File: src/rtl/spi_burst_ctrl.sv
// Burst-level SPI transaction controller: sequences chip select and feeds one byte
// at a time to the downstream SPI byte master, returning each received byte.
module spi_burst_ctrl #(
    parameter int unsigned LEN_W    = 8,
    parameter int unsigned CS_SETUP = 4,
    parameter int unsigned CS_HOLD  = 4,
    parameter int unsigned CS_GAP   = 4
) (
    input  logic             clk,
    input  logic             rst,

    input  logic             cmd_valid,
    output logic             cmd_ready,
    input  logic [LEN_W-1:0] cmd_len,

    input  logic             tx_valid,
    output logic             tx_ready,
    input  logic [7:0]       tx_data,

    output logic             rx_valid,
    input  logic             rx_ready,
    output logic [7:0]       rx_data,

    output logic             cs_n,
    output logic             done,

    output logic             spi_start,
    output logic [7:0]       spi_data_in,
    input  logic             spi_busy,
    input  logic [7:0]       spi_data_out
);

    localparam logic [7:0] CNT_SETUP = 8'(CS_SETUP - 1);
    localparam logic [7:0] CNT_HOLD  = 8'(CS_HOLD - 1);
    localparam logic [7:0] CNT_GAP   = 8'(CS_GAP - 1);

    typedef enum logic [3:0] {
        StIdle,
        StSetup,
        StLoad,
        StStart,
        StWaitBusy,
        StWaitDone,
        StPush,
        StHold,
        StGap
    } state_e;

    state_e           state;
    logic [LEN_W-1:0] rem;
    logic [7:0]       cnt;

    // A byte master still busy (e.g. after a reset mid-byte) must finish before a new burst.
    assign cmd_ready = (state == StIdle) && !spi_busy && !rst;
    assign tx_ready  = (state == StLoad);

    always_ff @(posedge clk) begin
        if (rst) begin
            state       <= StIdle;
            rem         <= '0;
            cnt         <= '0;
            cs_n        <= 1'b1;
            rx_valid    <= 1'b0;
            rx_data     <= '0;
            done        <= 1'b0;
            spi_start   <= 1'b0;
            spi_data_in <= '0;
        end else begin
            done      <= 1'b0;
            spi_start <= 1'b0;
            unique case (state)
                StIdle: begin
                    if (cmd_valid && cmd_ready) begin
                        rem   <= cmd_len;
                        cnt   <= CNT_SETUP;
                        cs_n  <= 1'b0;
                        state <= StSetup;
                    end
                end
                StSetup: begin
                    if (cnt == 8'd0) state <= StLoad;
                    else             cnt   <= cnt - 8'd1;
                end
                StLoad: begin
                    if (tx_valid) begin
                        spi_data_in <= tx_data;
                        spi_start   <= 1'b1;
                        state       <= StStart;
                    end
                end
                StStart: begin
                    state <= StWaitBusy;
                end
                StWaitBusy: begin
                    if (spi_busy) state <= StWaitDone;
                end
                StWaitDone: begin
                    if (!spi_busy) begin
                        rx_data  <= spi_data_out;
                        rx_valid <= 1'b1;
                        state    <= StPush;
                    end
                end
                StPush: begin
                    // The next byte waits until the consumer has taken this one.
                    if (rx_ready) begin
                        rx_valid <= 1'b0;
                        if (rem == '0) begin
                            cnt   <= CNT_HOLD;
                            state <= StHold;
                        end else begin
                            rem   <= rem - LEN_W'(1);
                            state <= StLoad;
                        end
                    end
                end
                StHold: begin
                    if (cnt == 8'd0) begin
                        cs_n  <= 1'b1;
                        done  <= 1'b1;
                        cnt   <= CNT_GAP;
                        state <= StGap;
                    end else begin
                        cnt <= cnt - 8'd1;
                    end
                end
                StGap: begin
                    if (cnt == 8'd0) state <= StIdle;
                    else             cnt   <= cnt - 8'd1;
                end
                default: state <= StIdle;
            endcase
        end
    end

endmodule

File: config.mk
export PLATFORM = sky130hd
export DESIGN_NAME = spi_burst_ctrl
export DESIGN_NICKNAME = d
export VERILOG_FILES = /design/src/rtl/spi_burst_ctrl.sv
export SDC_FILE = /design/constraint.sdc
export NUM_CORES = 1
export LEC_CHECK = 0
export ABC_CLOCK_PERIOD_IN_PS = 2400
export CAP_MARGIN = 15
export CELL_PAD_IN_SITES_DETAIL_PLACEMENT = 0
export CELL_PAD_IN_SITES_GLOBAL_PLACEMENT = 1
export CORE_MARGIN = 1.5
export CORE_UTILIZATION = 36
export DETAILED_ROUTE_END_ITERATION = 10
export PLACE_DENSITY = 0.82
export REMOVE_ABC_BUFFERS = 1
export SLEW_MARGIN = 20
export SYNTH_ARGS = -nofsm -noshare
export SYNTH_HDL_FRONTEND = slang
export SYNTH_SLANG_ARGS = --single-unit
File: constraint.sdc
create_clock -name clk -period 2.4 [get_ports clk]
set_input_delay 0.48 -clock clk [delete_from_list [all_inputs] [get_ports clk]]
set_output_delay 0.48 -clock clk [all_outputs]
set_load 0.02 [all_outputs]
-- Yosys cells after proc, flatten, opt, wreduce, memory -nomap -nowiden
Cells that the tools add are included.
- $add $sub $neg: 2
- equality and inequality tests: 19
- muxes and demuxes: 28
- bitwise operators: 3
- reductions and logical operators: 22
- operator list (kind ; count):
    2-to-1 mux 8 bit ; 8
    one-hot mux 4 bit (9 select lines) ; 1
    2-to-1 mux 4 bit ; 8
    one-hot mux 8 bit (4 select lines) ; 1
    != test 2 bit (second input constant) ; 10
    == test 4 x 3 -> 1 bit (second input constant) ; 4
    logical NOT 8 bit ; 2
    one-hot mux 8 bit (2 select lines) ; 1
    subtractor 8 x 1 -> 8 bit (second input constant) ; 2
    == test 4 x 2 -> 1 bit (second input constant) ; 2
    AND reduction 8 bit ; 1
    2-to-1 mux 1 bit ; 6
    AND reduction 3 bit ; 2
    nonzero test 2 bit ; 3
    OR reduction 2 bit ; 3
    AND reduction 5 bit ; 1
    == test 4 x 1 -> 1 bit (second input constant) ; 1
    == test 4 bit (second input constant) ; 1
    logical NOT 4 bit ; 1
    one-hot mux 1 bit (2 select lines) ; 2
    AND reduction 2 bit ; 2
    AND reduction 4 bit ; 1
    nonzero test 4 bit ; 1
    logical AND 1 bit ; 3
    other kinds (4) ; 7
- bits in registers: 40
- input port bits: 30
- word-level logic and storage cells: 83

-- Depth between registers and ports, before layout
- depth in word-level cells: 6
- gate-level depth with buffers: 8
- gate-level depth less buffers: 7

-- Least setup slack after synthesis
OpenSTA, ideal clock, no wires.
- path kind: flip-flop to flip-flop
- start: register state[0]
- end: register spi_data_in[0]
- arrival: 2.075 ns
- data required time: 2.272 ns
- path slack: 0.197 ns
- cell stages (with the launch flop): 6
- path buffers: 1
- period minus slack after synthesis: 2.203 ns
- path through: dfxtp_1 clkbuf_1 nor4_1 nand2_1 mux2i_1 nor2_1
- cells in the longest elaborated chain, start to end: 2
- ends and longest elaborated chain (item ; line ; text):
    start: declaration ; 49 ; state_e state;
    start signal: assignment ; 59 ; state <= StIdle;
    start signal: assignment ; 77 ; state <= StSetup;
    start signal: assignment ; 81 ; if (cnt == 8'd0) state <= StLoad;
    == test 4 x 2 -> 1 bit ; - ;
    via tx_ready ; 17 ; output logic tx_ready,
    AND reduction 2 bit (no line) ; - ;
    end signal: assignment ; 86 ; spi_data_in <= tx_data;
    end: declaration ; 28 ; output logic [7:0] spi_data_in,
The timed path passes the listed nets, and every way through them passes these cells.
A chain may end at the register's enable or synchronous reset.

-- Worst setup path after layout
- start: input port rst
- end: register cnt[7]
- cells in the longest elaborated chain, start to end: 5
- ends and longest elaborated chain (item ; line ; text):
    start: declaration ; 10 ; input logic rst,
    logical NOT 1 bit ; 54 ; assign cmd_ready = (state == StIdle) && !spi_busy && !rst;
    logical AND 1 bit ; 54 ;
    logical AND 1 bit ; 73 ; if (cmd_valid && cmd_ready) begin
    != test 2 x 1 -> 1 bit (no line) ; - ;
    AND reduction 5 bit (no line) ; - ;
    end signal: assignment ; 82 ; else cnt <= cnt - 8'd1;
    end signal: assignment ; 124 ; cnt <= cnt - 8'd1;
    end signal: assignment ; 129 ; else cnt <= cnt - 8'd1;
    end: declaration ; 51 ; logic [7:0] cnt;
Several ways; a longest one is shown, not always the timed one.

==> impl_metrics.yaml <==
timing:
  rsz0062_at_grt: "false"
  max_freq_ghz: 0.453
  final-hold-violation-count: 0
  post-route-period-util: 0.919
  drv_slew: 0
  period_needed_ps: 2210
  tightest_slew_ps: 500
  whs_ps: 473
  finalSetupViolCount: 0
  relSlewSlack: 0.666
  skew_ps: 12.0
yosys:
  syn_inst: 242
  synthTopCellsByArea: "dfxtp_1, mux2i_1, a21oi_1"
  synth_seq_area_share: 0.390
  synth_edf_count: 0
  avgSynthCellArea_um2: 8.47
  syn_area_um2: 2050
  synth-seq-cells: 40
  yosys_warnings: 0
  async_flop_share: 0
  synthDistinctLibCells: 53
  synthFlopType: "dfxtp_1"
  synth_top_area_share: 0.390
  synth_area_leader_cell: "dfxtp_1"
placement:
  gp_congestion: 0.780
  hpwl_um: 3820
  port_buffers: 51
routing:
  drtAntennaViolNets: 0
  drc: 0
  firstDrtPassIters: 4
  drt_wl_total_um: 5180
  viasPerCell: 5.20
  avgRoutedWirePerCell_um: 13.7
  vias: 1966
  drt-initial-drc-count: 95
power:
  p_per_area_nw_per_um2: 900
  irDropWorstVdd_mv: 0.429
  power.leakage_nw: 1.12
final_layout:
  regArea_um2: 801
  mostFrequentLayoutCells: "clkdlybuf4s50_1, dfxtp_1, nor2_1"
  multi_input_area_um2: 1150
  drive_gt1_frac: 0.137
  n_antenna_cell: 0
  fin_util: 0.517
  n_fill_cell: 522
  layout_commonest_cell: "clkdlybuf4s50_1"
  syn_to_final_growth_pct: 38.9
  num-nets-final: 337
job:
  cap_violations: 0
cts:
  clkTransAtPathRegs_ps: 90
  hold_buffers: 0
  cts_root_buffer: "clkbuf_8"
  clock_latency_ps: 300
  clockBufferDepth: 2
  numCtsBuffers: 5
  cts-htree-levels: 2
  cts.sinks: 40
  cts_setup_buffers: 0
  cts_tree: "yes"
critical_path:
  critical_path_class: "in2reg"
  path_cells: "clkdlybuf4s50_1 -> or3b_2 -> nand2_1 -> and3b_1 -> or4b_1 -> a21oi_1"
  endpoint_kind: "flip-flop"
  cp.required_ps: 2620
  critPathTopFamily: "simple AND/OR/NAND/NOR gates"
  crit_buf_inv: 1
  worstPathArrival_ps: 2430
  cpPeakStageDelay_ps: 520
  start_kind: "input pin"
  cp_max_fo: 6
  critPathSlowestCell: "or3b_2"
global_route:
  antenna_found_initial: 0
  grt_pass1_vias: 1913
  grt_max_degree: 18
  grt_overflow: 0
  grt_util_all_layers: 0.178
  grt_pass1_wl_um: 8720
hold_path:
  hp-class: "reg2reg"
floorplan:
  die_y_um: 78.5
  die_w_um: 78.5
  num_rows: 27
  coreArea_um2: 5510
  start_util: 0.372
  io-pin-count: 52
  die-area_um2: 6160
run_status:
  status: "complete, no violations"
power breakdown:
| part | switching [mW] | leakage, nW | internal [mW] | total (mW) |
|---|---|---|---|---|
| combinational | 0.616 | 0.733 | 0.548 | 1.16 |
| clock | 0.263 | 0.0583 | 0.314 | 0.577 |
| sequential | 0.0649 | 0.325 | 0.757 | 0.822 |
cell type report:
cell class | count | area share
Inverter | 11 | 0.0145
Clock inverter | 3 | 0.0167
Clock buffer | 5 | 0.0242
Tap cell | 72 | 0.0316
Timing Repair Buffer | 70 | 0.228
Sequential cell | 40 | 0.281
Multi-Input combinational cell | 177 | 0.403
metal layers:
layer  global-route usage  up-vias  share of wire
met5                    0        -              0
met4               0.0446        0         0.0066
met3               0.0698        4          0.078
met2                0.294       55           0.45
met1                0.216      894           0.47
li1                     -     1013              -
path summary, 6_finish.rpt:
| path | from | to | slack [ps] | depth (start not counted) |
|---|---|---|---|---|
| worst max-delay path | rst | cnt[7] | 190 | 6 |
| worst min register to register | cs_n | cs_n | 470 | 2 |
| worst max register to register | state[0] | cnt[7] | 400 | 7 |
| worst min-delay path | cs_n | cs_n | 470 | 2 |
synth_stat cells, types with 2 or more instances:
cell,n
a31oi_1,3
nor4_1,3
and3_1,3
o31ai_1,4
o32ai_1,4
nand3_1,5
and3b_1,2
ha_1,2
a21oi_1,24
o21ai_0,12
inv_1,11
nand2_1,8
nor3b_1,4
nand2b_1,2
nor3_1,9
a211oi_1,4
clkbuf_1,11
or4_1,5
mux2i_1,17
dfxtp_1,40
nor2_1,31
nand4bb_1,2
or2_2,4
or3_1,3
worst min-delay path, delay by kind of cell (launching register included):
family	cells	cell delay, ps
and+or+nand+nor	1	50
AOI/OAI and AO/OA	1	60
DFF	1	340
through the flow:
stage	area [um2]	power (mW)	std cells	TNS [ps]	worst slack [ps]
after floorplan	1980	1.58	228	0	49.5
after global placement	2730	1.99	370	-16.7	-16.7
after detailed placement	2730	2.00	370	-145	-73.4
after CTS	2840	2.57	378	0	162
after global routing	2850	2.76	378	0	95.3
final	2850	2.56	378	0	193
sequential cells by signal (all words and copies together), names as in the netlist:
| register | cells |
|---|---|
| rx_valid | 1 |
| cnt | 8 |
| done | 1 |
| rx_data | 8 |
| spi_start | 1 |
| rem | 8 |
| cs_n | 1 |
| spi_data_in | 8 |
| state | 4 |
timing repair:
| action | CTS | global route |
|---|---|---|
| hold endpoints to repair | 0 | 0 |
| resized for setup | 2 | 1 |
| setup endpoints to repair | 2 | 2 |
kinds of logic after synthesis:
family,count (synthesis),share of synthesized area
compound gates,63,0.194
xor+xnor,1,0.00427
fa+ha+maj,2,0.0122
buf+inv,25,0.0525
flops,40,0.390
mux,17,0.0830
simple gates,94,0.264
Note: power is estimated with default switching activity, not from simulation.
